--- src/rtl/mips_mem_pkg.sv ---
`default_nettype none
// ============================================================================
// Module      : mips_mem_pkg
// Description : Access-size encodings, FSM state type and byte-lane helpers
//               shared by the memory access unit.
// Revision    : 1.0 - initial release
// ============================================================================
package mips_mem_pkg;

  localparam logic [1:0] BYTE = 2'b00;
  localparam logic [1:0] HALF = 2'b01;
  localparam logic [1:0] WORD = 2'b11;

  typedef enum logic [1:0] {
    IDLE   = 2'd0,
    ACCESS = 2'd1,
    RESP   = 2'd2
  } state_t;

  // Little-endian byte enables for an access of the given size at addr[1:0].
  function automatic logic [3:0] byte_enable(input logic [1:0] size, input logic [1:0] lo);
    case (size)
      BYTE:    return 4'b0001 << lo;
      HALF:    return lo[1] ? 4'b1100 : 4'b0011;
      default: return 4'b1111;
    endcase
  endfunction

  // Store data replicated across every lane so the byte enables alone pick the target.
  function automatic logic [31:0] store_lanes(input logic [1:0] size, input logic [31:0] data);
    case (size)
      BYTE:    return {4{data[7:0]}};
      HALF:    return {2{data[15:0]}};
      default: return data;
    endcase
  endfunction

endpackage
`default_nettype wire

--- src/rtl/lsu_load_align.sv ---
`default_nettype none
// ============================================================================
// Module      : lsu_load_align
// Description : Extracts the addressed byte/half lane of a memory word and
//               sign- or zero-extends it to 32 bits.
// Revision    : 1.0 - initial release
// ============================================================================
module lsu_load_align
  import mips_mem_pkg::*;
(
  input  logic [31:0] word,
  input  logic [1:0]  addr_lo,
  input  logic [1:0]  size,
  input  logic        sign,
  output logic [31:0] data
);

  logic [7:0]  w_byte;
  logic [15:0] w_half;

  always_comb begin
    case (addr_lo)
      2'd0:    w_byte = word[7:0];
      2'd1:    w_byte = word[15:8];
      2'd2:    w_byte = word[23:16];
      default: w_byte = word[31:24];
    endcase
    w_half = addr_lo[1] ? word[31:16] : word[15:0];

    case (size)
      BYTE:    data = {{24{sign & w_byte[7]}}, w_byte};
      HALF:    data = {{16{sign & w_half[15]}}, w_half};
      default: data = word;
    endcase
  end

endmodule
`default_nettype wire

--- src/rtl/mem_access_unit.sv ---
`default_nettype none
// ============================================================================
// Module      : mem_access_unit
// Description : Load/store unit between the EX stage and a single-cycle-ack
//               data memory: alignment checks, byte lanes, timeout bus error.
// Revision    : 1.0 - initial release
// ============================================================================
module mem_access_unit
  import mips_mem_pkg::*;
#(
  parameter int AW      = 32,
  parameter int TIMEOUT = 16
) (
  input  logic          clk,
  input  logic          rst,
  input  logic          start,
  input  logic [AW-1:0] addr,
  input  logic [31:0]   wdata,
  input  logic          rd_en,
  input  logic          wr_en,
  input  logic [1:0]    word_size,
  input  logic          load_signed,
  output logic          stall,
  output logic          done,
  output logic [31:0]   rdata,
  output logic          misaligned,
  output logic          bus_error,
  output logic          mem_req,
  output logic          mem_we,
  output logic [AW-1:0] mem_addr,
  output logic [3:0]    mem_be,
  output logic [31:0]   mem_wdata,
  input  logic [31:0]   mem_rdata,
  input  logic          mem_ack
);

  localparam int CNT_W = (TIMEOUT > 2) ? $clog2(TIMEOUT) : 1;
  localparam logic [CNT_W-1:0] c_cnt_limit = CNT_W'(TIMEOUT - 1);

  state_t            r_state;
  state_t            w_state_next;
  logic [AW-1:0]     r_addr;
  logic [31:0]       r_wdata;
  logic              r_we;
  logic [1:0]        r_size;
  logic              r_signed;
  logic [31:0]       r_rdata;
  logic              r_misaligned;
  logic              r_bus_error;
  logic [CNT_W-1:0]  r_cnt;

  logic              w_accept;
  logic              w_illegal;
  logic              w_timeout;
  logic [31:0]       w_load;

  // Reset gates acceptance so stall is 0 while rst is held, even with start high.
  assign w_accept  = (r_state == IDLE) && start && (rd_en || wr_en) && !rst;
  assign w_timeout = (r_cnt == c_cnt_limit);

  always_comb begin
    case (word_size)
      BYTE:    w_illegal = 1'b0;
      HALF:    w_illegal = addr[0];
      WORD:    w_illegal = (addr[1:0] != 2'b00);
      default: w_illegal = 1'b1;
    endcase
    w_illegal = w_illegal | (rd_en & wr_en);
  end

  always_comb begin
    w_state_next = r_state;
    stall        = 1'b0;
    case (r_state)
      IDLE: begin
        if (w_accept) begin
          stall        = 1'b1;
          w_state_next = w_illegal ? RESP : ACCESS;
        end
      end
      ACCESS: begin
        stall = 1'b1;
        if (mem_ack || w_timeout) w_state_next = RESP;
      end
      RESP:    w_state_next = IDLE;
      default: w_state_next = IDLE;
    endcase
  end

  always_ff @(posedge clk or posedge rst) begin
    if (rst) begin
      r_state      <= IDLE;
      r_addr       <= '0;
      r_wdata      <= '0;
      r_we         <= 1'b0;
      r_size       <= BYTE;
      r_signed     <= 1'b0;
      r_rdata      <= '0;
      r_misaligned <= 1'b0;
      r_bus_error  <= 1'b0;
      r_cnt        <= '0;
    end else begin
      r_state <= w_state_next;
      case (r_state)
        IDLE: begin
          if (w_accept) begin
            r_addr       <= addr;
            r_wdata      <= wdata;
            r_we         <= wr_en;
            r_size       <= word_size;
            r_signed     <= load_signed;
            r_misaligned <= w_illegal;
            r_bus_error  <= 1'b0;
            r_rdata      <= '0;
            r_cnt        <= '0;
          end
        end
        ACCESS: begin
          // Ack takes priority over the timeout limit.
          if (mem_ack)        r_rdata     <= mem_rdata;
          else if (w_timeout) r_bus_error <= 1'b1;
          else                r_cnt       <= r_cnt + 1'b1;
        end
        default: ;
      endcase
    end
  end

  lsu_load_align u_align (
    .word    (r_rdata),
    .addr_lo (r_addr[1:0]),
    .size    (r_size),
    .sign    (r_signed),
    .data    (w_load)
  );

  assign done       = (r_state == RESP);
  assign misaligned = done & r_misaligned;
  assign bus_error  = done & r_bus_error;
  assign rdata      = (done && !r_we && !r_misaligned && !r_bus_error) ? w_load : 32'd0;

  assign mem_req   = (r_state == ACCESS);
  assign mem_we    = mem_req & r_we;
  assign mem_addr  = mem_req ? {r_addr[AW-1:2], 2'b00} : '0;
  assign mem_be    = mem_req ? byte_enable(r_size, r_addr[1:0]) : 4'b0000;
  assign mem_wdata = (mem_req && r_we) ? store_lanes(r_size, r_wdata) : 32'd0;

endmodule
`default_nettype wire

--- config.mk ---
export PLATFORM = sky130hd
export DESIGN_NAME = mem_access_unit
export DESIGN_NICKNAME = d
export VERILOG_FILES = /design/src/rtl/mips_mem_pkg.sv /design/src/rtl/lsu_load_align.sv /design/src/rtl/mem_access_unit.sv
export SDC_FILE = /design/constraint.sdc
export NUM_CORES = 1
export LEC_CHECK = 0
export BUFFER_PORTS_ARGS = -buffer_cell sky130_fd_sc_hd__buf_2
export CORE_MARGIN = 10
export CORE_UTILIZATION = 31
export CTS_CLUSTER_SIZE = 25
export DETAILED_ROUTE_END_ITERATION = 8
export PLACE_DENSITY_LB_ADDON = 0.2
export SYNTH_ARGS = -nofsm -noshare
export SYNTH_HDL_FRONTEND = slang
export SYNTH_SLANG_ARGS = --single-unit
--- constraint.sdc ---
create_clock -name clk -period 4.45 [get_ports clk]
set_clock_uncertainty 0.05 [all_clocks]
set_input_delay 0.89 -clock clk [delete_from_list [all_inputs] [get_ports clk]]
set_output_delay 0.89 -clock clk [all_outputs]
set_load 0.03 [all_outputs]
== Yosys cells after proc, flatten, opt, wreduce, memory -nomap -nowiden ==
Cells that the tools add are included.

* Reduce and logical (&&, ||, !) cells: 24
* Muxes and demuxes: 28
* Div/mod/pow operators: 0
* $lt $le $gt $ge: 0
* Equality and inequality tests: 14
* Multiply operators: 0
* Shift operators: 1
* Bitwise operators: 7
* Add/subtract/negate cells: 1

{| class="wikitable"
|+ Operators by type and width
! cell !! count
|-
| 32-bit one-hot mux with 2 select lines || 3
|-
| 32-bit two-way mux || 5
|-
| 8-bit one-hot mux with 3 select lines || 1
|-
| 4-bit two-way mux || 5
|-
| 16-bit two-way mux || 1
|-
| 4-bit one-hot mux with 2 select lines || 2
|-
| 2-bit by 1-bit equality test with 1-bit output (second input constant) || 4
|-
| 2-bit zero test || 4
|-
| 4-bit AND reduction || 2
|-
| 1-bit logical AND || 7
|-
| 1-bit bitwise AND || 6
|-
| 2-bit equality test (second input constant) || 3
|-
| 2-bit two-way mux || 3
|-
| 2-bit by 1-bit != test with 1-bit output (second input constant) || 3
|-
| 2-bit != test (second input constant) || 3
|-
| 4-bit by 1-bit adder with 4-bit output (second input constant) || 1
|-
| 4-bit equality test (second input constant) || 1
|-
| 1-bit zero test || 4
|-
| 1-bit two-way mux || 4
|-
| 1-bit one-hot mux with 2 select lines || 2
|-
| 2-bit one-hot mux with 2 select lines || 1
|-
| 2-bit AND reduction || 2
|-
| 2-bit nonzero test || 2
|-
| 1-bit by 2-bit left shift with 4-bit output (first input constant) || 1
|-
| other kinds (4) || 5
|}

* Bits of input ports: 105
* Memories kept: 0
* Bits in writable memories: 0
* Output and inout bits: 106
* Register bits: 108
* Bits in latches: 0
* Bits in read-only memories: 0

== Longest topological paths before layout ==
* Depth in word-level cells: 6
* Mapped depth: 8
* Depth with buffers taken out: 5

== Cells and area by module ==
Synthesis repeated with hierarchy kept, for this count alone.

* Cells, all modules: 614
* Area, all modules: 6,099.6 µm²

{| class="wikitable"
|+ By module, submodules not included
! module !! cells each !! seq. area each (µm²) !! area an instance (µm²) !! instances
|-
| mem_access_unit || 499 || 2,702.6 || 5,223.8 || 1
|-
| lsu_load_align || 115 || 0.0 || 875.8 || 1
|}

== Worst setup path after synthesis ==
OpenSTA, ideal clock, no wires.

* Path kind: reg2out
* Start point: reg r_size[1]
* End point: out rdata[10]
* Arrival: 2.175 ns
* Slack: 1.335 ns
* Buffers on the path: 2
* Data required time: 3.510 ns
* Cell stages (with the launch flop): 6
* Cells stage by stage: dfrtp_1 -> or2_2 -> clkbuf_1 -> or3_1 -> clkbuf_1 -> a221oi_1

* Longest elaborated chain between the ends: 3
* Elaborated cells on any way between the ends: 4
* Those cells by class: 1 x eq/ne; 2 x mux; 1 x reduce/logical

{| class="wikitable"
|+ Ends and longest elaborated chain
! item !! RTL line !! source
|-
| start: declaration || mem_access_unit.sv:45 || <nowiki>logic [1:0] r_size;</nowiki>
|-
| start signal: assignment || mem_access_unit.sv:110 || <nowiki>r_size <= word_size;</nowiki>
|-
| 2-bit by 1-bit equality test with 1-bit output or 2-bit zero test (tied branches) || lsu_load_align.sv:30 || <nowiki>case (size)</nowiki>
|-
| 32-bit one-hot mux with 2 select lines * || lsu_load_align.sv:30 ||
|-
| 32-bit two-way mux * || mem_access_unit.sv:140 || <nowiki>assign rdata = (done && !r_we && !r_misaligned && !r_bus_error) ? w_load : 32'd0;</nowiki>
|-
| end: declaration || mem_access_unit.sv:25 || <nowiki>output logic [31:0] rdata,</nowiki>
|}

Every way passes the cells marked *; elsewhere a longest branch is shown, timed or not.

== Worst setup path in the final report ==
* Start point: reg r_addr[1]
* End point: out rdata[16]

* Longest elaborated chain between the ends: 5
* Elaborated cells on any way between the ends: 9
* Those cells by class: 2 x eq/ne; 4 x mux; 2 x bitwise; 1 x reduce/logical

{| class="wikitable"
|+ Ends and longest elaborated chain
! item !! RTL line !! source
|-
| start: declaration || mem_access_unit.sv:42 || <nowiki>logic [AW-1:0] r_addr;</nowiki>
|-
| start signal: assignment || mem_access_unit.sv:107 || <nowiki>r_addr <= addr;</nowiki>
|-
| 2-bit equality test (tied with other cells) || lsu_load_align.sv:22 || <nowiki>case (addr_lo)</nowiki>
|-
| 8-bit one-hot mux with 3 select lines || lsu_load_align.sv:22 ||
|-
| 1-bit bitwise AND || lsu_load_align.sv:31 || <nowiki>BYTE: data = {{24{sign & w_byte[7]}}, w_byte};</nowiki>
|-
| 32-bit one-hot mux with 2 select lines * || lsu_load_align.sv:30 ||
|-
| 32-bit two-way mux * || mem_access_unit.sv:140 ||
|}

Marked as above.

==> flow_summary.toml <==
[timing]
slew_violations = 0
hold_viol_final = 0
rsz0062_at_grt = "false"
setup_violations = 0
clock.fmax_mhz = 277.9
worst_slew_pin_slew_ns = 1.155
max-slew-margin-rel_pct = 23.01
finalCriticalPeriod_ns = 3.599
timing.final.crit_share_pct = 80.87
fin_tns_setup_ns = 0

[worst_setup_path]
crit_arrival_ns = 2.66
end_kind = "output port"
crit_path_cell_trace = "mux2_2, mux2i_1, nor4_4, a21o_2, buf_2"
worstPathRequired_ns = 3.51
r2r_slack_ns = 1.65
crit_type = "reg2out"
crit_buf_inv = 1
slowest_stage = "dfrtp_1"
slowest_delay_ns = 0.77
start_kind = "flip-flop"
critPathMaxFanout = 20
rr_startpoint = "r_state[1]"
critPathTopFamily = "flip-flops"
r2r-end = "r_rdata[11]"
reg2reg_depth = 7

[synth]
synth_top_area_share_pct = 46.71
synth_cells = 727
ys_types = 48
synth_ff_type = "dfrtp_1"
ys_warn_count = 0
yosys.area.top_type = "dfrtp_1"
synth-seq-cells = 108
ys_async_sr_fraction_pct = 100.0
synth_enable_flop_cells = 0
yosysSeqAreaShare_pct = 46.71
syn_avg_cell_area_um2 = 7.958
netlist_area_um2 = 5786
synth_area_leaders = "dfrtp_1, nand2_1, mux2i_1, and2_1, nor2_1"

[clocking]
cts_tree = "built"
htreeDepth = 3
cts_setup_buffers = 0
cts_made_buffers = 9
clkTransAtPathRegs_ns = 0.07
clkLatencyLatePin_ns = 0.35
cts_root_buf = "clkbuf_16"
clk_path_buf_depth = 2
cts.sinks = 108
ctsHoldBuffers = 0
cts-resized-gates = 0

[pwr]
clockPowerShare_pct = 19.4
peakVddDrop_mv = 0.2485
intPower_w = 0.002592
swShare_pct = 43.49
power_frac_seq_pct = 41.6
combPwrFrac_pct = 39.0
switching_power_w = 0.001995
static-leakage-power_nw = 4.196
powerDensity_nw_per_um2 = 629.0

[floorplanning]
die_h_um = 156.6
core-area_um2 = 18150
rows = 49
die_area_um2 = 24530
fp.dieW_um = 156.6
io_pins = 211
start_util_pct = 31.88

[placement]
place_congestion = 0.8731
port_buffers = 208
post-dp-hpwl_mm = 14.56

[grt]
grt_max_degree = 103
grt.total_usage_pct = 15.78
antenna_found_initial = 2
grt_first_pass_wirelength_mm = 30.81
grt_pass1_vias = 5323
overflow = 0

[hold_path]
hold_class = "reg2reg"
hold_depth = 2
worstHoldEndpoint = "r_addr[13]"
min_from = "r_addr[13]"

[cells_and_area]
nFillCells = 1893
mostFrequentLayoutCells = "nand2_1, buf_2, dfrtp_1"
syn2layout_area_growth_pct = 26.06
final_layout_size_suffix_gt1_share_pct = 28.00
fin_nets = 1008
mostFrequentLayoutCell = "nand2_1"
utilization_pct = 40.19

[routing]
routed_wl_mm = 19.98
wl_per_cell_um = 17.56
drtIter0Drc = 305
vias = 5344
antenna_left = 0
drc = 0
drt_pass1_iterations = 4
viasPerCell = 4.696

[job]
cap_violations = 0

[run_status]
status = "finished, final reports clean"
==> logic make-up after synthesis <==
group	after synthesis	share of synthesized area [%]
xor gates and xnor gates	1	0.1514
other	1	0.06482
adders and majority gates	1	0.2162
muxes	27	4.715
buffers and inverters	67	5.104
AOI/OAI and AO/OA	91	10.62
and+or+nand+nor	431	32.42
DFF	108	46.71
==> worst max-delay path by stage <==
stage | from | endpoint | cells after the start
after detailed placement | r_we | rdata[16] | 4
final | r_addr[1] | rdata[16] | 5
after global placement | r_addr[1] | rdata[17] | 5
after global routing | r_addr[1] | rdata[19] | 5
after floorplan | rst | r_addr[0] | 1
after CTS | r_addr[1] | rdata[16] | 5
==> worst register-to-register path, delay by kind of cell (launching register included) <==
kind,cells,cell delay [ns]
DFF,1,0.45
and+or+nand+nor,4,1.42
buffers and inverters,3,0.80
==> per-layer routing <==
| layer | vias up | track usage (%) | share of wire (%) |
|---|---|---|---|
| met5 | - | 0 | 0 |
| met3 | 13 | 4.550 | 7.1 |
| met1 | 2469 | 20.77 | 47 |
| met2 | 157 | 24.76 | 45 |
| met4 | 0 | 4.360 | 1.1 |
| li1 | 2705 | - | - |
==> registers in the layout, summed over array words and instances, names as in the netlist <==
register	cells
r_addr	32
r_rdata	32
r_wdata	32
r_cnt	4
r_size	2
r_state	2
r_bus_error	1
r_misaligned	1
r_signed	1
r_we	1
==> synthesized netlist by cell type (all sizes together), types with 3 or more instances <==
cell,instances
nor3b,6
and2,34
nand2,291
a21oi,31
inv,14
a31oi,3
nor2,45
mux2i,25
o221a,3
o21a,6
buf,23
dfrtp,108
clkbuf,30
a22oi,6
nand3,30
a221oi,4
o31ai,4
nand2b,5
o21ai,9
a21o,18
and3,8
==> cell type report <==
| type | count | area [µm²] | share of cell area (%) |
|---|---|---|---|
| antenna | 2 | 5.005 | 0.06862 |
| clock buffer | 11 | 242.7 | 3.328 |
| clock inverter | 5 | 82.58 | 1.132 |
| inverter | 14 | 55.05 | 0.7548 |
| multi-input combinational | 553 | 2804 | 38.45 |
| sequential | 108 | 2704 | 37.07 |
| tap | 229 | 286.5 | 3.929 |
| timing repair buffer | 216 | 1114 | 15.27 |
==> through the flow <==
step	power, W	instance area, µm²	cells	worst slack, ns	hold WS [ns]
after floorplan	0.003145	5789	728	0.6644	0.3874
after global placement	0.003709	6963	1120	1.252	0.4006
after detailed placement	0.003731	6963	1120	1.198	0.4040
after CTS	0.004643	7288	1136	0.8044	0.4231
after global routing	0.004933	7288	1136	0.6857	0.4349
final	0.004587	7293	1138	0.8513	0.4187
==> power groups by stage <==
stage / clock network, W / registers, W / logic [W]
CTS: 0.000919 / 0.00191 / 0.00182
global placement: 0 / 0.00191 / 0.00179
global route: 0.000952 / 0.00197 / 0.00201
floorplan: 0 / 0.00169 / 0.00146
detailed placement: 0 / 0.00192 / 0.00181
finish: 0.000889 / 0.00191 / 0.00179
Note: power is estimated with default switching activity, not from simulation.
